File: config.mk
export PLATFORM = sky130hd
export DESIGN_NAME = nibble_buffer
export DESIGN_NICKNAME = d
export VERILOG_FILES = /design/src/rtl/nibble_buffer.sv
export SDC_FILE = /design/constraint.sdc
export NUM_CORES = 1
export LEC_CHECK = 0
export CORE_MARGIN = 10
export CORE_UTILIZATION = 41
export DETAILED_ROUTE_END_ITERATION = 6
export GPL_TIMING_DRIVEN = 0
export PLACE_DENSITY = 0.62
export SETUP_SLACK_MARGIN = 0.02
export SYNTH_ARGS = -nofsm -noshare
export SYNTH_HDL_FRONTEND = slang
export SYNTH_SLANG_ARGS = --single-unit
File: constraint.sdc
create_clock -name clk -period 1.85 [get_ports clk]
set_input_delay 0.555 -clock clk [delete_from_list [all_inputs] [get_ports clk]]
set_output_delay 0.555 -clock clk [all_outputs]
set_load 0.02 [all_outputs]
File: src/rtl/nibble_buffer.sv
// nibble_buffer: serializes a 4*N_NIBBLES-bit word into 4-bit nibbles,
// most-significant first. Each nibble is handed over with a valid/next
// handshake. A one-word pending slot lets frames run back-to-back.
// Optional feature macro: NIBBLE_BUFFER_PARITY_EN appends one trailing
// nibble per frame, equal to the XOR of all data nibbles.
module nibble_buffer #(
  parameter int N_NIBBLES = 6
) (
  input  logic                   clk,
  input  logic                   reset,
  input  logic [4*N_NIBBLES-1:0] in,
  input  logic                   load,
  output logic                   ready,
  input  logic                   next,
  output logic [3:0]             out,
  output logic                   valid,
  output logic                   first,
  output logic                   last
);

  localparam int W = 4 * N_NIBBLES;
`ifdef NIBBLE_BUFFER_PARITY_EN
  localparam int FRAME_LEN = N_NIBBLES + 1;
`else
  localparam int FRAME_LEN = N_NIBBLES;
`endif
  localparam int SH_W  = 4 * FRAME_LEN;
  localparam int PTR_W = $clog2(FRAME_LEN);
  localparam logic [PTR_W-1:0] LAST_PTR = PTR_W'(FRAME_LEN - 1);

  typedef enum logic {IDLE, SEND} state_t;

  state_t           state_reg;
  logic [SH_W-1:0]  sh_reg;      // nibbles not yet shown, MS-aligned
  logic [PTR_W-1:0] ptr_reg;     // index of the nibble currently on out
  logic [W-1:0]     pend_reg;
  logic             pend_v_reg;
  logic [3:0]       out_reg;
  logic             first_reg;
  logic             last_reg;

  // Full frame images (data nibbles, plus parity nibble when enabled)
  logic [SH_W-1:0]  in_frame;
  logic [SH_W-1:0]  pend_frame;
  logic [SH_W-1:0]  load_frame;

`ifdef NIBBLE_BUFFER_PARITY_EN
  logic [N_NIBBLES:0][3:0] in_par_chain;
  logic [N_NIBBLES:0][3:0] pend_par_chain;

  assign in_par_chain[0]   = 4'h0;
  assign pend_par_chain[0] = 4'h0;

  genvar gi;
  generate
    for (gi = 0; gi < N_NIBBLES; gi++) begin : g_parity
      assign in_par_chain[gi+1]   = in_par_chain[gi]   ^ in[4*gi +: 4];
      assign pend_par_chain[gi+1] = pend_par_chain[gi] ^ pend_reg[4*gi +: 4];
    end
  endgenerate

  assign in_frame   = {in, in_par_chain[N_NIBBLES]};
  assign pend_frame = {pend_reg, pend_par_chain[N_NIBBLES]};
`else
  assign in_frame   = in;
  assign pend_frame = pend_reg;
`endif

  // A queued word always takes precedence over the input port on reload
  assign load_frame = pend_v_reg ? pend_frame : in_frame;

  logic accept;
  logic at_last;

  assign ready   = ~pend_v_reg;
  assign accept  = load & ready;
  assign at_last = (ptr_reg == '0);

  assign out   = out_reg;
  assign valid = (state_reg == SEND);
  assign first = first_reg;
  assign last  = last_reg;

  // Frame sequencing, shift datapath and pending slot with registered outputs
  always_ff @(posedge clk or posedge reset) begin
    if (reset) begin
      state_reg  <= IDLE;
      sh_reg     <= '0;
      ptr_reg    <= LAST_PTR;
      pend_reg   <= '0;
      pend_v_reg <= 1'b0;
      out_reg    <= 4'h0;
      first_reg  <= 1'b0;
      last_reg   <= 1'b0;
    end else begin
      case (state_reg)
        IDLE: begin
          if (accept) begin
            state_reg <= SEND;
            out_reg   <= load_frame[SH_W-1 -: 4];
            sh_reg    <= {load_frame[SH_W-5:0], 4'h0};
            ptr_reg   <= LAST_PTR;
            first_reg <= 1'b1;
            last_reg  <= 1'b0;
          end
        end
        SEND: begin
          if (next && at_last) begin
            if (pend_v_reg || accept) begin
              // Chain straight into the next frame with no idle cycle
              out_reg    <= load_frame[SH_W-1 -: 4];
              sh_reg     <= {load_frame[SH_W-5:0], 4'h0};
              ptr_reg    <= LAST_PTR;
              first_reg  <= 1'b1;
              last_reg   <= 1'b0;
              pend_v_reg <= 1'b0;
            end else begin
              state_reg <= IDLE;
              out_reg   <= 4'h0;
              first_reg <= 1'b0;
              last_reg  <= 1'b0;
            end
          end else begin
            if (next) begin
              out_reg   <= sh_reg[SH_W-1 -: 4];
              sh_reg    <= sh_reg << 4;
              ptr_reg   <= ptr_reg - PTR_W'(1);
              first_reg <= 1'b0;
              last_reg  <= (ptr_reg == PTR_W'(1));
            end
            if (accept) begin
              pend_reg   <= in;
              pend_v_reg <= 1'b1;
            end
          end
        end
        default: state_reg <= IDLE;
      endcase
    end
  end

endmodule
==> metrics, run 1 <==
initial antenna violation count 0; CP Capture Type flip-flop; Hold Path Class flip-flop to flip-flop; Syn. warnings 0; site row count 29; DRT Pass-1 Iters 4; Yosys reg bits 55; CTS Sinks 55; largest area contributor in the netlist dfrtp_1; IO Pins 36; Pwr Density 1680 mW/mm^2; Most used DFF post-synth dfrtp_1; Core ar. 0.00639 mm^2; min Tclk post-route 1.91 ns; Global Route Usage Sum 13.3%; CTS tree done; Antenna Violating Nets Remaining 0; combinational share of power 54.2%; CTS clk-pin slew, worst paths 0.10 ns; Routed WL 6.80 mm; DIE WIDTH 101 um; Rel. slew slack 19.8%; mapped cell area 0.00271 mm^2; setup TNS -0.829 ns; Startpoint Class flip-flop; Post-synth ARST share 100%; nets 331; Clock Skews 0.00663 ns; Final period util 103%; leakage 1.60 nW; largest net degree at the start of global routing 56; sequential fraction of the synthesis area 50.9%; CTS root buf clkbuf_8; failing checks setup timing; Cells after Synth 241; CTS H-tree depth 2; Sw Pwr 2.47 mW; Iter 0 DRT Violations 75; EDFF count, synth 0; DRC violations left 0; CP max stage delay 0.56 ns; Peak Freq 523 MHz; # setup viols final 23; post-layout util 57.8%; RSZ-0062 raised after global routing true; share of layout cells above drive strength 1 34.9%; vias in the first global route 2143; fin worst setup slack -0.0614 ns; Area Overhead vs Synth 36.2%; Die Y 101 um; internal power 3.74 mW; Reg power frac 34.8%; cts bufs inserted 5; detailed placement HPWL 4.23 mm; Unique masters post-synth 29; Largest register FFs 24; DR WL/cell 18.0 um; Mapped Nets 272; Final Max Tran Viols 0; cell family with most CP delay flip-flops; clk_lat worst skew 0.32 ns; Least-Margin Pin Slew 1.20 ns; Max rail drop VDD 0.871 mV; outcome finished, violations left; Critical Path AT 2.12 ns; Max Root-Sink Buffers 2; Die Area 0.0103 mm^2; largest cells by area after synthesis dfrtp_1 49%, mux2_2 10%, o31ai_2 8.3%; Switching Share 39.8%; Synth Area per Inst 11.3 um^2; clock power share 11.0%; PortBufs 35; vias per std cell 5.45; sequential cell area 0.00138 mm^2; area of the multi-input gates 0.00142 mm^2; GR Overflow Total 0; Diodes inserted 0; fillers 552; CP Max Fanout 5; Buf/Inv on CP 4; first-pass GRT wire length 11.0 mm; critical path type flip-flop to flip-flop; Max-cap violations 0; final hold viol count 0; GPL Wtd Cong 0.766; DR vias 2059; Worst path slowest cell dfstp_2; CP cell instances inv_2 > ha_4 > nand3b_1 > and4_1 > buf_6 > buf_4 > buf_16 > mux2_2; Initial Utilization 42.5%; Required @ worst endpoint 2.06 ns; post-synth top area share 48.9%
-- synth_stat cells (2+ instances only) --
| cell | number |
|---|---|
| ha_1 | 3 |
| a32o_1 | 2 |
| mux2_2 | 24 |
| mux2i_1 | 8 |
| dfrtp_1 | 53 |
| nand2_1 | 26 |
| a22oi_1 | 4 |
| buf_2 | 8 |
| a211oi_1 | 16 |
| and2_1 | 2 |
| nor2_1 | 22 |
| inv_1 | 7 |
| o21ai_1 | 2 |
| clkbuf_1 | 5 |
| o21ai_0 | 6 |
| o31ai_2 | 18 |
| dfstp_2 | 2 |
| buf_6 | 3 |
| nor2b_1 | 17 |
| a21oi_1 | 2 |
| o31ai_1 | 3 |
-- cells by family after synthesis --
kind of cell / count (synthesis) / synth area share [%]
and+or+nand+nor: 71 / 12.2
buffers and inverters: 24 / 4.52
AOI/OAI and AO/OA: 56 / 18.1
adders and majority gates: 3 / 1.38
DFF: 55 / 50.9
muxes: 32 / 12.9
-- layer usage --
| metal | GRT usage [%] | vias up | wire, um |
|---|---|---|---|
| met5 | 0 | - | 0 |
| met4 | 4.50 | 0 | 108 |
| met3 | 2.93 | 9 | 266 |
| met2 | 20.8 | 41 | 3230 |
| met1 | 17.8 | 1039 | 3200 |
| li1 | - | 970 | - |
-- placed cells by master, fill, tap and decap left out, types with 2 or more instances in the layout --
cell / n
dfrtp_1: 53
nand2_1: 25
clkdlybuf4s50_1: 25
nor2_1: 22
mux2_4: 20
nor2b_1: 17
o31ai_2: 16
buf_4: 13
a211oi_2: 11
mux2i_1: 8
dlygate4sd2_1: 8
buf_6: 7
o21ai_0: 6
buf_2: 5
clkbuf_8: 5
inv_1: 4
mux2_2: 4
a22oi_1: 4
buf_12: 3
a211oi_4: 3
o31ai_1: 3
a32o_1: 2
o21ai_1: 2
clkbuf_4: 2
clkbuf_1: 2
o31ai_4: 2
inv_2: 2
clkinvlp_4: 2
a21oi_1: 2
a211oi_1: 2
ha_1: 2
buf_16: 2
dfstp_2: 2
-- what timing repair did --
item	in CTS	in global routing
pin swaps	3	1
gates resized for setup	66	24
cloned	2	0
buffers inserted	13	2
setup endpoints to repair	59	49
hold buffers	0	0
-- cell type report --
type                            count  area share, %
Tap cell                           77           2.61
Sequential cell                    55           37.3
Buffer                             17           4.51
Timing Repair Buffer               52           14.1
Inverter                            7          0.813
Multi-Input combinational cell    162           38.4
Clock buffer                        6           1.97
Clock inverter                      2          0.339
-- power groups by stage --
stage / sequential, mW / clock, mW / combinational (mW)
after global placement: 2.09 / 0 / 2.51
final: 2.16 / 0.682 / 3.36
after detailed placement: 2.12 / 0 / 2.56
after floorplan: 2.12 / 0 / 1.83
after CTS: 2.13 / 0.697 / 3.14
after global routing: 2.24 / 0.745 / 3.65
-- stage by stage --
stage	power (mW)	hold slack, ns	setup WS, ns	cells	instance area [um^2]
after floorplan	3.95	0.449	-0.0323	241	2720
after global placement	4.60	0.464	-0.636	353	3160
after detailed placement	4.68	0.472	-0.643	353	3160
after CTS	5.97	0.495	-0.0329	376	3610
after global routing	6.63	0.525	-0.110	378	3690
final	6.21	0.492	-0.0614	378	3690
-- tightest hold or removal path: cells and delay by family, from the launching register on --
kind            cells  cell delay, ns
flops               1            0.36
compound gates      1            0.05
simple gates        1            0.05
-- path summary, 6_finish.rpt --
check / start / to / slack (ns) / depth (start not counted)
setup / recovery: ptr_reg[0]$_DFFE_PP1P_ / pend_frame[1]$_DFFE_PP0P_ / -0.06 / 8
hold / removal: sh_reg[21]$_DFFE_PP0P_ / sh_reg[21]$_DFFE_PP0P_ / 0.49 / 2
setup reg to reg: ptr_reg[0]$_DFFE_PP1P_ / pend_frame[1]$_DFFE_PP0P_ / -0.06 / 8
hold reg to reg: sh_reg[21]$_DFFE_PP0P_ / sh_reg[21]$_DFFE_PP0P_ / 0.49 / 2
max in group asynchronous: reset / sh_reg[17]$_DFFE_PP0P_ / 0.34 / 2
min in group asynchronous: reset / ptr_reg[1]$_DFFE_PP0P_ / 0.86 / 2
Note: power is estimated with default switching activity, not from simulation.
==> inputs of run 2 (changes only) <==
--- a/config.mk
+++ b/config.mk
@@ -5,11 +5,13 @@
 export SDC_FILE = /design/constraint.sdc
 export NUM_CORES = 1
 export LEC_CHECK = 0
+export CELL_PAD_IN_SITES_DETAIL_PLACEMENT = 0
+export CELL_PAD_IN_SITES_GLOBAL_PLACEMENT = 1
 export CORE_MARGIN = 10
 export CORE_UTILIZATION = 41
 export DETAILED_ROUTE_END_ITERATION = 6
 export GPL_TIMING_DRIVEN = 0
-export PLACE_DENSITY = 0.62
+export PLACE_DENSITY = 0.72
 export SETUP_SLACK_MARGIN = 0.02
 export SYNTH_ARGS = -nofsm -noshare
 export SYNTH_HDL_FRONTEND = slang
==> constraint.sdc (replaced) <==
create_clock -name clk -period 2.28 [get_ports clk]
set_input_delay 0.684 -clock clk [delete_from_list [all_inputs] [get_ports clk]]
set_output_delay 0.684 -clock clk [all_outputs]
set_load 0.02 [all_outputs]
==> run 2 against run 1 <==
  * The flow now finishes without violations
  * Hold slack got worse by 0.0025 ns
  * Die area did not move
  * Combinational power is 39% lower
  * Via count shrank 8.6%
  * Final cell count is 4.5% lower
  * Sequential cell count unchanged
==> metrics, run 2 (synthesized netlist as in run 1, its figures left out) <==
CTS H-tree depth 2 (unchanged); Diodes inserted 0 (unchanged); leakage 1.40 nW (-12%); Fin Hold WS 0.489 ns (-0.00255 ns); clock power share 12.6% (+1.6 points); Peak Freq 460 MHz; Critical Path AT 2.38 ns (+0.26 ns); Post-Layout Cell Count 361 (-4.5%); combinational share of power 47.8% (-6.4 points); # setup viols final 0 (-100%); vias per std cell 5.21 (-4.3%); placed cells 354 (+0.28%); GR Overflow Total 0 (unchanged); Tot Pwr 4.27 mW (-31%); Startpoint Class primary input; post-CTS setup buffers 0 (-13); Hold Startpoint sh_reg[22]$_DFFE_PP0P_; Sw Pwr 1.67 mW (-32%); Least-Margin Pin Slew 0.610 ns (-0.591 ns); critical path type primary input to flip-flop; Antenna Violating Nets Remaining 0 (unchanged); Largest register FFs 24 (unchanged); CTS tree done; fillers 615 (+11%); outcome finished clean; Max rail drop VDD 0.492 mV (-44%); initial antenna violation count 0 (unchanged); PortBufs 35 (unchanged); detailed placement HPWL 4.21 mm (-0.41%); Area Overhead vs Synth 20.7%; internal power 2.60 mW (-30%); DR WL/cell 16.0 um (-11%); largest net degree at the start of global routing 30 (-46%); Max Root-Sink Buffers 2 (unchanged); Routed WL 5.76 mm (-15%); post-layout util 51.3% (-6.6 points); Worst path slowest cell clkdlybuf4s50_1; Buf/Inv on CP 3 (-1); Reg power frac 39.6% (+4.8 points); min Tclk post-route 2.17 ns; Die Area 0.0103 mm^2 (unchanged); cell family with most CP delay buffers and inverters; DIE WIDTH 101 um (unchanged); Final period util 95.4%; CP cell instances clkdlybuf4s50_1 > nand3b_1 > and4_1 > buf_2 > buf_4 > mux2_2; Worst R2R Start ptr_reg[0]$_DFFE_PP1P_; Required @ worst endpoint 2.49 ns (+0.43 ns); CP Depth 6 (-2); most frequent cells in the layout 53 x dfrtp_1, 33 x clkdlybuf4s50_1, 26 x nand2_1, 24 x mux2_2, 22 x nor2_1; setup TNS 0 ns (+0.829 ns); crit path from next; RSZ-0062 raised after global routing false; Pwr Density 1300 mW/mm^2 (-22%); Switching Share 39.1% (-0.69 points); Worst Reg-to-Reg Cells 7 (-1); GPL Wtd Cong 0.726 (-5.2%); cts bufs inserted 5 (unchanged); CP Capture Type flip-flop; vias in the first global route 2007 (-6.3%); Cells on Worst Hold Path 2 (unchanged); Die Y 101 um (unchanged); site row count 29 (unchanged); Clock Skews 0.00499 ns (-0.00164 ns); CP max stage delay 0.50 ns (-0.06 ns); IO Pins 36 (unchanged); DRC violations left 0 (unchanged); Max-cap violations 0 (unchanged); DR vias 1882 (-8.6%); clk_lat worst skew 0.31 ns (about the same); leading cell type in the layout, fill and taps excluded dfrtp_1; Iter 0 DRT Violations 38 (-49%); share of layout cells above drive strength 1 23.6% (-11 points); nets 314 (-5.1%); Core ar. 0.00639 mm^2 (unchanged); final hold viol count 0 (unchanged); CTS root buf clkbuf_8; Hold Path Class flip-flop to flip-flop; CP Max Fanout 10 (+5); Initial Utilization 42.5% (unchanged); first-pass GRT wire length 9.98 mm (-9.4%); CTS Sinks 55 (unchanged); CTS clk-pin slew, worst paths 0.10 ns (about the same); DRT Pass-1 Iters 4 (unchanged); Final Max Tran Viols 0 (unchanged); Global Route Usage Sum 12.0% (-1.3 points); Rel. slew slack 59.3% (+39 points)
==> run 2: worst register-to-register path: stages, from the launching register on <==
cell      delay (ns)
dfstp_2         0.56
inv_1           0.06
ha_1            0.20
nand3b_1        0.16
and4_1          0.20
buf_2           0.19
buf_4           0.23
mux2_2          0.35
==> run 2: path summary, 6_finish.rpt <==
path | to | slack, ns
setup / recovery | pend_frame[0]$_DFFE_PP0P_ | 0.11
hold / removal | sh_reg[22]$_DFFE_PP0P_ | 0.49
setup reg to reg | pend_frame[0]$_DFFE_PP0P_ | 0.22
hold reg to reg | sh_reg[22]$_DFFE_PP0P_ | 0.49
max in group asynchronous | pend_frame[14]$_DFFE_PP0P_ | 0.96
min in group asynchronous | pend_frame[18]$_DFFE_PP0P_ | 0.75
==> run 2: power by group through the flow <==
stage	Combinational (mW)	Clock (mW)	Sequential (mW)
final	2.04	0.537	1.69
after global routing	2.29	0.603	1.76
after CTS	2.07	0.563	1.69
after detailed placement	2.07	0	1.71
after global placement	2.04	0	1.70
after floorplan	1.49	0	1.72
==> run 2: what timing repair did <==
item	in CTS	in global routing
pin swaps	0	0
resized for setup	1	10
gates cloned	0	0
setup endpoints to repair	2	28
hold buffers	0	0
==> run 2: final cells by class <==
type | instances | area, um^2 | share of cell area [%]
buffer | 16 | 100 | 3.06
clock buffer | 6 | 72.6 | 2.22
clock inverter | 2 | 12.5 | 0.382
inverter | 7 | 26.3 | 0.803
multi-input combinational | 162 | 1210 | 37.1
sequential | 55 | 1380 | 42.1
tap | 77 | 96.3 | 2.94
timing repair buffer | 36 | 372 | 11.4
==> run 2: per-stage QoR <==
step / setup WS [ns] / area [um^2]
2_1_floorplan: 0.256 / 2710
3_3_place_gp: -0.892 / 3160
3_5_place_dp: -0.310 / 3180
4_1_cts: 0.0247 / 3260
5_1_grt: 0.0389 / 3270
6_report: 0.105 / 3270
==> run 2: per-layer routing <==
metal	track usage [%]	routed length, um
met5	0	0
met4	3.54	63
met3	3.81	302
met2	19.1	2700
met1	15.2	2700
